===== config.mk =====
export PLATFORM = sky130hd
export DESIGN_NAME = fetch_unit
export DESIGN_NICKNAME = d
export VERILOG_FILES = /design/src/rtl/cpu_pkg.sv /design/src/rtl/pc_counter.sv /design/src/rtl/fetch_unit.sv
export SDC_FILE = /design/constraint.sdc
export NUM_CORES = 1
export LEC_CHECK = 0
export ABC_AREA = 1
export BUFFER_PORTS_ARGS = -buffer_cell sky130_fd_sc_hd__clkbuf_2
export CORE_ASPECT_RATIO = 0.8
export CORE_UTILIZATION = 54
export CTS_BUF_LIST = sky130_fd_sc_hd__clkbuf_16
export CTS_CLUSTER_DIAMETER = 50
export CTS_CLUSTER_SIZE = 12
export DETAILED_ROUTE_END_ITERATION = 7
export GPL_TIMING_DRIVEN = 0
export PLACE_DENSITY = 0.83
export SYNTH_ARGS = -nofsm -noshare
export SYNTH_HDL_FRONTEND = slang
export SYNTH_SLANG_ARGS = --single-unit

===== constraint.sdc =====
create_clock -name clk -period 3.4 [get_ports clk]
set_input_delay 0.68 -clock clk [delete_from_list [all_inputs] [get_ports clk]]
set_output_delay 0.68 -clock clk [all_outputs]
set_load 0.01 [all_outputs]

===== src/rtl/cpu_pkg.sv =====
// Shared CPU definitions: fetch state encoding, opcode field layout, default widths.
// The HALT state only exists when FETCH_HALT_EN is defined.
package cpu_pkg;

  localparam int unsigned DEF_DATA_W = 16;
  localparam int unsigned DEF_ADDR_W = 8;

  // Opcode occupies the top OPC_W bits of a ROM word; operand starts at bit OPD_LSB.
  localparam int unsigned OPC_W   = 4;
  localparam int unsigned OPD_LSB = 0;

  localparam logic [OPC_W-1:0] OPC_HALT = 4'hF;

  typedef enum logic [2:0] {
    ST_IDLE    = 3'd0,
    ST_FETCH   = 3'd1,
    ST_WAIT    = 3'd2,
    ST_PRESENT = 3'd3
`ifdef FETCH_HALT_EN
    ,
    ST_HALT    = 3'd4
`endif
  } fetch_state_e;

  // Bit index of the opcode LSB for a given word width.
  function automatic int unsigned opc_lsb(input int unsigned data_w);
    return data_w - OPC_W;
  endfunction

endpackage


===== src/rtl/pc_counter.sv =====
// Program counter: loads on redirect, increments on capture, wraps modulo 2^ADDR_W.
module pc_counter
  import cpu_pkg::*;
#(
  parameter int unsigned ADDR_W = DEF_ADDR_W
) (
  input  logic              clk,
  input  logic              reset,
  input  logic              load_i,
  input  logic [ADDR_W-1:0] load_addr_i,
  input  logic              inc_i,
  output logic [ADDR_W-1:0] pc_o
);

  logic [ADDR_W-1:0] pc_q;
  logic [ADDR_W-1:0] pc_d;

  // Next PC: redirect has priority over increment; increment wraps silently.
  always_comb begin
    pc_d = pc_q;
    if (load_i) begin
      pc_d = load_addr_i;
    end else if (inc_i) begin
      pc_d = pc_q + ADDR_W'(1);
    end
  end

  // PC register with synchronous reset to address 0.
  always_ff @(posedge clk) begin
    if (reset) begin
      pc_q <= '0;
    end else begin
      pc_q <= pc_d;
    end
  end

  assign pc_o = pc_q;

endmodule


===== src/rtl/fetch_unit.sv =====
// Instruction fetch stage: owns the PC, reads the ROM, presents decoded words to control.
// Optional feature macro: FETCH_HALT_EN (opcode OPC_HALT parks fetch until a redirect).
module fetch_unit
  import cpu_pkg::*;
#(
  parameter int unsigned DATA_W = DEF_DATA_W,
  parameter int unsigned ADDR_W = DEF_ADDR_W
) (
  input  logic              clk,
  input  logic              reset,
  output logic              rom_rd,
  output logic [ADDR_W-1:0] rom_addr,
  input  logic [DATA_W-1:0] rom_data,
  output logic              instr_valid,
  input  logic              instr_ready,
  output logic [OPC_W-1:0]  opcode,
  output logic [ADDR_W-1:0] operand,
  output logic [ADDR_W-1:0] instr_pc,
  input  logic              jmp_valid,
  input  logic [ADDR_W-1:0] jmp_addr,
  output logic              halted
);

  localparam int unsigned OPC_LSB = opc_lsb(DATA_W);

  fetch_state_e state_q;
  fetch_state_e state_d;

  logic [ADDR_W-1:0] pc;

  logic              rom_rd_q,      rom_rd_d;
  logic [ADDR_W-1:0] rom_addr_q,    rom_addr_d;
  logic              instr_valid_q, instr_valid_d;
  logic [OPC_W-1:0]  opcode_q,      opcode_d;
  logic [ADDR_W-1:0] operand_q,     operand_d;
  logic [ADDR_W-1:0] instr_pc_q,    instr_pc_d;

  logic              capture_c;
  logic              handshake_c;
  logic [OPC_W-1:0]  rom_opc_c;
  logic [ADDR_W-1:0] rom_opd_c;
  logic              unused_rom_bits;

  // Field split of the returning ROM word; bits between the fields are ignored.
  assign rom_opc_c       = rom_data[OPC_LSB +: OPC_W];
  assign rom_opd_c       = rom_data[OPD_LSB +: ADDR_W];
  assign unused_rom_bits = ^rom_data;

  // A ROM word is only kept when no redirect arrives in the same cycle.
  assign capture_c   = (state_q == ST_WAIT) && !jmp_valid;
  assign handshake_c = instr_valid_q && instr_ready;

  pc_counter #(
    .ADDR_W (ADDR_W)
  ) u_pc (
    .clk         (clk),
    .reset       (reset),
    .load_i      (jmp_valid),
    .load_addr_i (jmp_addr),
    .inc_i       (capture_c),
    .pc_o        (pc)
  );

  // State register.
  always_ff @(posedge clk) begin
    if (reset) begin
      state_q <= ST_IDLE;
    end else begin
      state_q <= state_d;
    end
  end

  // Next-state logic: a redirect overrides every state.
  always_comb begin
    state_d = state_q;
    if (jmp_valid) begin
      state_d = ST_FETCH;
    end else begin
      case (state_q)
        ST_IDLE:    state_d = ST_FETCH;
        ST_FETCH:   state_d = ST_WAIT;
        ST_WAIT:    state_d = ST_PRESENT;
        ST_PRESENT: begin
          if (handshake_c) begin
`ifdef FETCH_HALT_EN
            state_d = (opcode_q == OPC_HALT) ? ST_HALT : ST_FETCH;
`else
            state_d = ST_FETCH;
`endif
          end
        end
`ifdef FETCH_HALT_EN
        ST_HALT:    state_d = ST_HALT;
`endif
        default:    state_d = ST_IDLE;
      endcase
    end
  end

  // Output next values, derived from the upcoming state so outputs line up with it.
  always_comb begin
    rom_rd_d      = (state_d == ST_FETCH);
    instr_valid_d = (state_d == ST_PRESENT);
    rom_addr_d    = rom_addr_q;
    opcode_d      = opcode_q;
    operand_d     = operand_q;
    instr_pc_d    = instr_pc_q;
    if (state_d == ST_FETCH) begin
      rom_addr_d = jmp_valid ? jmp_addr : pc;
    end
    if (capture_c) begin
      opcode_d   = rom_opc_c;
      operand_d  = rom_opd_c;
      instr_pc_d = pc;
    end
  end

  // Output registers.
  always_ff @(posedge clk) begin
    if (reset) begin
      rom_rd_q      <= 1'b0;
      rom_addr_q    <= '0;
      instr_valid_q <= 1'b0;
      opcode_q      <= '0;
      operand_q     <= '0;
      instr_pc_q    <= '0;
    end else begin
      rom_rd_q      <= rom_rd_d;
      rom_addr_q    <= rom_addr_d;
      instr_valid_q <= instr_valid_d;
      opcode_q      <= opcode_d;
      operand_q     <= operand_d;
      instr_pc_q    <= instr_pc_d;
    end
  end

`ifdef FETCH_HALT_EN
  logic halted_q;
  logic halted_d;

  assign halted_d = (state_d == ST_HALT);

  // Halt flag register, cleared by reset or by leaving HALT.
  always_ff @(posedge clk) begin
    if (reset) begin
      halted_q <= 1'b0;
    end else begin
      halted_q <= halted_d;
    end
  end

  assign halted = halted_q;
`else
  assign halted = 1'b0;
`endif

  assign rom_rd      = rom_rd_q;
  assign rom_addr    = rom_addr_q;
  assign instr_valid = instr_valid_q;
  assign opcode      = opcode_q;
  assign operand     = operand_q;
  assign instr_pc    = instr_pc_q;

endmodule


# [Word level (Yosys, flattened, before mapping)]
# Cells that the tools add are included.
[word_totals] ff_bits=41 input_bits=28 out_inout_bits=31 word_cells=25
[op_classes] n_addsub=1 n_eq_ne=5 mux=6 reduce_logical=5
[ops] op="two-way mux 8 bit" n=3
[ops] op="case mux 3 bit (4 select lines)" n=1
[ops] op="equality test 3 x 2 -> 1 bit, second input constant" n=3
[ops] op="adder 8 x 1 -> 8 bit, second input constant" n=1
[ops] op="equality test 3 x 1 -> 1 bit, second input constant" n=2
[ops] op="two-way mux 3 bit" n=2
[ops] op="zero test 3 bit" n=1
[ops] op="logical AND 1 bit" n=2
[ops] op="nonzero test 2 bit" n=1
[ops] op="zero test 1 bit" n=1

# [Logic depth before layout (Yosys ltp)]
# Gate-level depths: netlist (run 1).
[depth] ltp_word=5 depth_mapped=8 depth_no_buf=8

# [By module]
# Synthesis (run 1) repeated with hierarchy kept, for this count alone.
[hier_totals] hier_cells=256 area_unflattened_um2=1958.1
[by_module_without_submodules] mod="fetch_unit" instances=1 cells_each=186 area_each_um2=1468.9 seq_area_each_um2=660.6
[by_module_without_submodules] mod="pc_counter" instances=1 cells_each=70 area_each_um2=489.2 seq_area_each_um2=160.2

# [Least setup slack after synthesis (run 1)]
# OpenSTA, ideal clock, no wires.
[synth_timing] kind="input to register" start="input port jmp_valid" end="register rom_addr_q[0], in the netlist rom_addr[0]" setup_time_ns=0.115 arrival_time_ns=1.383 t_required_ns=3.285 slack_ns=1.902 stages=6 path_buffers=2 path_cell_list="buf_4 -> inv_2 -> nand2_2 -> buf_4 -> a21oi_1 -> nor2_1"
[synth_via] elab_chain_cells=2 elab_cells_between_ends=3 cone_classes="1 x eq/ne; 2 x mux"
[synth_rtl] item="start: declaration" line_no="fetch_unit.sv:19" source="input logic jmp_valid,"
[synth_rtl] item="two-way mux 3 bit" line_no="fetch_unit.sv:76" source="if (jmp_valid) begin"
[synth_rtl] item="equality test 3 x 1 -> 1 bit" line_no="fetch_unit.sv:108" source="if (state_d == ST_FETCH) begin"
[synth_rtl] item="end signal: assignment" line_no="fetch_unit.sv:129" source="rom_addr_q <= rom_addr_d;"
[synth_rtl] item="end: declaration" line_no="fetch_unit.sv:32" source="logic [ADDR_W-1:0] rom_addr_q, rom_addr_d;"
# Several ways; a longest one is shown, not always the timed one.
# A chain may end at the register's enable or synchronous reset.

==> results.sh, run 1 <==
export IMPL_status="complete, no violations"
export IMPL_finClkSkew_ns=0.003593
export IMPL_cts_sinks=41
export IMPL_routed_wirelength_um=4224
export IMPL_drc=0
export IMPL_whs_ns=0.4814
export IMPL_required_ns=3.61
export IMPL_vias=1851
export IMPL_worstPathCellList="clkbuf_2, inv_1, buf_1, o21ai_0, a21oi_1"
export IMPL_overflow=0
export IMPL_setup_violations=0
export IMPL_cts_inserted_buffers=5
export IMPL_ys_ff_latch=41
export IMPL_finalSetupTns_ns=0
export IMPL_initialDrtViolationCount=121
export IMPL_drive_above_1_share=0.2284
export IMPL_power_leakage_nw=1.245
export IMPL_globalplace_congestion=0.8470
export IMPL_rsz0062_at_grt="no"
export IMPL_grt_pass1_vias=1612
export IMPL_h_tree_depth=2
export IMPL_post_route_period_util=0.4342
export IMPL_synthCells=263
export IMPL_die_y_um=54.22
export IMPL_die_area_um2=3647
export IMPL_clock_path_buffers=2
export IMPL_maxCapViolCount=0
export IMPL_viasPerCell=5.085
export IMPL_grtUsageTotal=0.2591
export IMPL_diodes=0
export IMPL_cp_max_fo=10
export IMPL_clkTransAtPathRegs_ns=0.06
export IMPL_ir_worst_vdd_mv=0.3274
export IMPL_insertion_delay_ns=0.28
export IMPL_grt_max_degree=13
export IMPL_cts_hold_buf=0
export IMPL_yosys_area_share_simple=0.3046
export IMPL_synth_xor_area_frac=0
export IMPL_cts_setup_buffers=0
export IMPL_crit_type="in -> reg"
export IMPL_hp_class="reg -> reg"
export IMPL_wl_per_cell_um=11.60
export IMPL_synth_distinct_cells=24
export IMPL_nNetsFinal=352
export IMPL_arrival_ns=1.69
export IMPL_drv_slew=0
export IMPL_final_util=0.7297
export IMPL_ctsResizeCount=0
export IMPL_start_kind="primary input"
export IMPL_max_stage_delay_ns=0.38
export IMPL_die_w_um=67.27
export IMPL_final_common_cell="nor2_1"
export IMPL_critPathTopFamily="buffers and inverters"
export IMPL_initial_utilization=0.5796
export IMPL_fin_area_um2=2317
export IMPL_syn_cell_area_um2=1841
export IMPL_post_dp_hpwl_um=3071
export IMPL_placed_area_um2=2155
export IMPL_core_um2=3176
export IMPL_grt_first_pass_wirelength_um=7003
export IMPL_num_rows=18
export IMPL_yosysSeqAreaShare=0.4460
export IMPL_layout_min_cycle_time_ns=1.476
export IMPL_ant_nets=0
export IMPL_crit_buf_inv=3
export IMPL_hold_viol_final=0
export IMPL_slowest_stage="buf_1"
export IMPL_antenna_found_initial=0
export IMPL_firstDrtPassIters=4
export IMPL_synthMuxAreaShare=0
export IMPL_synth_top_family_by_area="simple AND/OR/NAND/NOR gates"
export IMPL_portBuffers=52
export IMPL_power_density_nw_per_um2=499.6
export IMPL_synth_adder_area_share=0.006798
export IMPL_avgSynthCellArea_um2=6.998
export IMPL_fmax_mhz=677.3
export IMPL_synth_compound_area_frac=0.1346
export IMPL_root_buffer="clkbuf_16"
export IMPL_end_kind="flip-flop"
export IMPL_ys_warn_count=0
export IMPL_ioPinCount=59
export IMPL_final_cell_mix="62 x nor2_1, 52 x clkbuf_2, 41 x dfxtp_1"
export IMPL_cts_tree="built"
export IMPL_synthToLayoutAreaGrowth_pct=25.90
-- metrics by stage --
stage | worst slack, ns | cells | total power, mW
2_1_floorplan | 1.902 | 264 | 0.6049
3_3_place_gp | 1.685 | 356 | 0.6447
3_5_place_dp | 1.612 | 356 | 0.6480
4_1_cts | 1.920 | 364 | 1.157
5_1_grt | 1.777 | 364 | 1.202
6_report | 1.924 | 364 | 1.158
-- cell type report --
cell class	count	area, um^2
Buffer	12	90.09
Clock buffer	5	125.1
Clock inverter	3	37.54
Fill cell	275	858.3
Inverter	28	105.1
Multi-Input combinational cell	183	828.3
Sequential cell	41	820.8
Tap cell	40	50.05
Timing Repair Buffer	52	260.3
-- worst paths after layout --
check	slack (ns)	cells after the start	startpoint	to
worst max-delay path	1.92	5	reset	instr_pc[0]
worst min-delay path	0.48	2	rom_addr[3]	rom_addr[3]
worst max register to register	2.08	8	state_q[1]	operand[6]
worst min register to register	0.48	2	rom_addr[3]	rom_addr[3]
-- worst reg2reg max path: stages, from the launching register on --
cell and delay, ns:
dfxtp_1 0.32, inv_1 0.06, nor2_2 0.12, nand2_4 0.12, nor2_8 0.18, inv_2 0.12
buf_6 0.16, nor2_1 0.09, nor2_1 0.06
-- logic make-up (layout without fill, tap and decap cells) --
kind of cell,Yosys count,in the layout
and+or+nand+nor,132,132
AOI/OAI and AO/OA,48,48
DFF,41,41
buffers and inverters,40,100
adders and majority gates,1,1
other,1,2
-- where the power goes --
group	internal (mW)	leakage (nW)	switching (mW)
clock network	0.341	0.0826	0.176
registers	0.501	0.335	0.0146
logic	0.0509	0.827	0.0744
total	0.893	1.24	0.265
-- synth_stat cells --
cell type   n  area [um^2]
nor2_2      1        6.260
nand2_1    40        150.1
nand2_4     1        11.26
nand3_1    22        110.1
nand4_1     2        12.51
o21ai_1     4        20.02
o21a_1      1        7.510
buf_4       6        45.04
buf_1       1        3.750
nor2_1     62        232.7
buf_6       3        33.78
inv_2       2        7.510
nor2_8      1        20.02
a21boi_0    1        7.510
nor3_1      1        5.000
nand2_2     2        12.51
conb_1      1        3.750
dfxtp_1    41        820.8
inv_1      26        97.59
a21oi_1    19        95.09
ha_1        1        12.51
clkbuf_1    2        7.510
o21ai_0    22        110.1
a21boi_1    1        7.510
-- metal layers --
metal / up-vias / GRT usage / wire (um) / share of wire
met5: - / 0 / 0 / 0
met4: 0 / 0.07447 / 42 / 0.0099
met3: 6 / 0.05000 / 223 / 0.053
met2: 53 / 0.4250 / 1957 / 0.46
met1: 844 / 0.3483 / 1999 / 0.47
li1: 948 / - / - / -
-- registers in the layout (all words and copies together), names as in the netlist --
name and count:
instr_valid 1, rom_rd 1, rom_addr 8, state_q 3, operand 8, u_pc.pc_o 8
opcode 4, instr_pc 8
(Power assumes the default switching activity.)
==> run 2: changes to the inputs <==
--- a/config.mk
+++ b/config.mk
@@ -8,13 +8,13 @@
 export ABC_AREA = 1
 export BUFFER_PORTS_ARGS = -buffer_cell sky130_fd_sc_hd__clkbuf_2
 export CORE_ASPECT_RATIO = 0.8
-export CORE_UTILIZATION = 54
+export CORE_UTILIZATION = 50
 export CTS_BUF_LIST = sky130_fd_sc_hd__clkbuf_16
 export CTS_CLUSTER_DIAMETER = 50
 export CTS_CLUSTER_SIZE = 12
 export DETAILED_ROUTE_END_ITERATION = 7
 export GPL_TIMING_DRIVEN = 0
-export PLACE_DENSITY = 0.83
+export PLACE_DENSITY = 0.78
 export SYNTH_ARGS = -nofsm -noshare
 export SYNTH_HDL_FRONTEND = slang
 export SYNTH_SLANG_ARGS = --single-unit
==> constraint.sdc (replaced) <==
create_clock -name clk -period 1.5 [get_ports clk]
set_input_delay 0.3 -clock clk [delete_from_list [all_inputs] [get_ports clk]]
set_output_delay 0.3 -clock clk [all_outputs]
set_load 0.01 [all_outputs]
==> run 2 against run 1 <==
Global-route usage shrank 3.1 points; sequential power grew 130%; critical path depth rose by 3; register-to-register slack got worse by 1.9 ns; via count shrank 1.4%; highest routed layer unchanged; sequential share of layout area fell by 0.45 points; first-iteration DRC count fell by 3.3%; cell area grew 1.3%; setup slack got worse by 1.7 ns; die area is 7.7% higher; hold slack got worse by 0.23 ns; flip-flop and latch count did not move.
==> results.sh, run 2 (synthesis gave the netlist of run 1 again) <==
export IMPL_post_route_period_util=0.8740
export IMPL_finClkSkew_ns=0.005230
export IMPL_h_tree_depth=2
export IMPL_globalplace_congestion=0.8908
export IMPL_start_kind="flip-flop"
export IMPL_diodes=0
export IMPL_finalSetupTns_ns=0
export IMPL_dpl_worst_slack_ns=0.1487
export IMPL_grt_max_degree=14
export IMPL_initialDrtViolationCount=117
export IMPL_cts_tree="built"
export IMPL_maxCapViolCount=0
export IMPL_fmax_mhz=762.8
export IMPL_ant_nets=0
export IMPL_r2r_cells=8
export IMPL_die_y_um=56.27
export IMPL_drv_slew=0
export IMPL_overflow=0
export IMPL_synthToLayoutAreaGrowth_pct=27.53
export IMPL_hold_start="rom_data[14]"
export IMPL_cts_inserted_buffers=5
export IMPL_vias=1826
export IMPL_whs_ns=0.2489
export IMPL_nNetsFinal=352
export IMPL_grtUsageTotal=0.2283
export IMPL_initial_utilization=0.5303
export IMPL_setup_slack_ns=0.1891
export IMPL_crit_start="state_q[1]"
export IMPL_drive_above_1_share=0.2346
export IMPL_post_dp_hpwl_um=3061
export IMPL_clkTransAtPathRegs_ns=0.06
export IMPL_power_leakage_nw=1.256
export IMPL_r2r_start="state_q[1]"
export IMPL_required_ns=1.67
export IMPL_grt_first_pass_wirelength_um=7148
export IMPL_routed_wirelength_um=4176
export IMPL_viasPerCell=4.989
export IMPL_antenna_found_initial=0
export IMPL_clock_path_buffers=2
export IMPL_num_rows=19
export IMPL_min_path_cells=3
export IMPL_core_um2=3471
export IMPL_die_area_um2=3929
export IMPL_hold_path_end="opcode[2]"
export IMPL_end_kind="flip-flop"
export IMPL_layout_min_cycle_time_ns=1.311
export IMPL_hp_class="in -> reg"
export IMPL_drc=0
export IMPL_root_buffer="clkbuf_16"
export IMPL_arrival_ns=1.48
export IMPL_power_density_nw_per_um2=1194
export IMPL_reg2reg_to="opcode[1]"
export IMPL_rsz0062_at_grt="no"
export IMPL_cts_setup_buffers=0
export IMPL_ir_worst_vdd_mv=0.6915
export IMPL_ioPinCount=59
export IMPL_ctsResizeCount=0
export IMPL_hold_viol_final=0
export IMPL_fillers=326
export IMPL_die_w_um=69.83
export IMPL_setup_violations=0
export IMPL_firstDrtPassIters=4
export IMPL_insertion_delay_ns=0.28
export IMPL_crit_type="reg -> reg"
export IMPL_status="complete, no violations"
export IMPL_wl_per_cell_um=11.41
export IMPL_final_cell_mix="62 x nor2_1, 52 x clkbuf_2, 41 x dfxtp_1"
export IMPL_final_common_cell="nor2_1"
export IMPL_cts_hold_buf=0
export IMPL_portBuffers=52
export IMPL_final_util=0.6763
export IMPL_grt_pass1_vias=1619
export IMPL_cp_max_fo=10
export IMPL_cts_sinks=41
export IMPL_r2r_slack_ns=0.19
run 2: report_power, final:
part,switching [mW],total [mW],internal [mW]
logic,0.165,0.280,0.115
registers,0.0341,1.17,1.14
clock network,0.404,1.35,0.949
run 2: worst max-delay path, stage by stage, from the launching register on:
cell     delay [ns]
dfxtp_1        0.32
inv_1          0.06
nor2_2         0.12
nand2_4        0.12
nor2_8         0.16
inv_2          0.12
buf_6          0.16
nor2_1         0.10
nor2_1         0.06
run 2: stage by stage:
step / instances / power, mW / instance area (um^2)
floorplan: 264 / 1.371 / 1844
global placement: 358 / 1.462 / 2157
detailed placement: 358 / 1.469 / 2157
CTS: 366 / 2.813 / 2347
global route: 366 / 2.927 / 2347
finish: 366 / 2.803 / 2347
run 2: cell type report:
class / count / area, um^2 / share of cell area
Multi-Input combinational cell: 183 / 828.3 / 0.3529
Sequential cell: 41 / 820.8 / 0.3497
Timing Repair Buffer: 52 / 260.3 / 0.1109
Clock buffer: 5 / 125.1 / 0.05330
Inverter: 28 / 105.1 / 0.04478
Buffer: 12 / 90.09 / 0.03838
Clock inverter: 3 / 65.06 / 0.02772
Tap cell: 42 / 52.55 / 0.02239
run 2: worst max-delay path by stage:
stage | cells after the start | slack (ns) | end
floorplan | 8 | 0.36 | opcode[0]
global placement | 5 | 0.20 | instr_valid
detailed placement | 5 | 0.15 | instr_pc[0]
CTS | 8 | 0.19 | operand[2]
global route | 8 | 0.05 | operand[6]
finish | 8 | 0.19 | opcode[1]
run 2: metal layers:
layer  track usage  routed length (um)
met4       0.06857                  29
met5             0                   0
met2        0.3626                1932
met3       0.04847                 166
met1        0.3129                2047
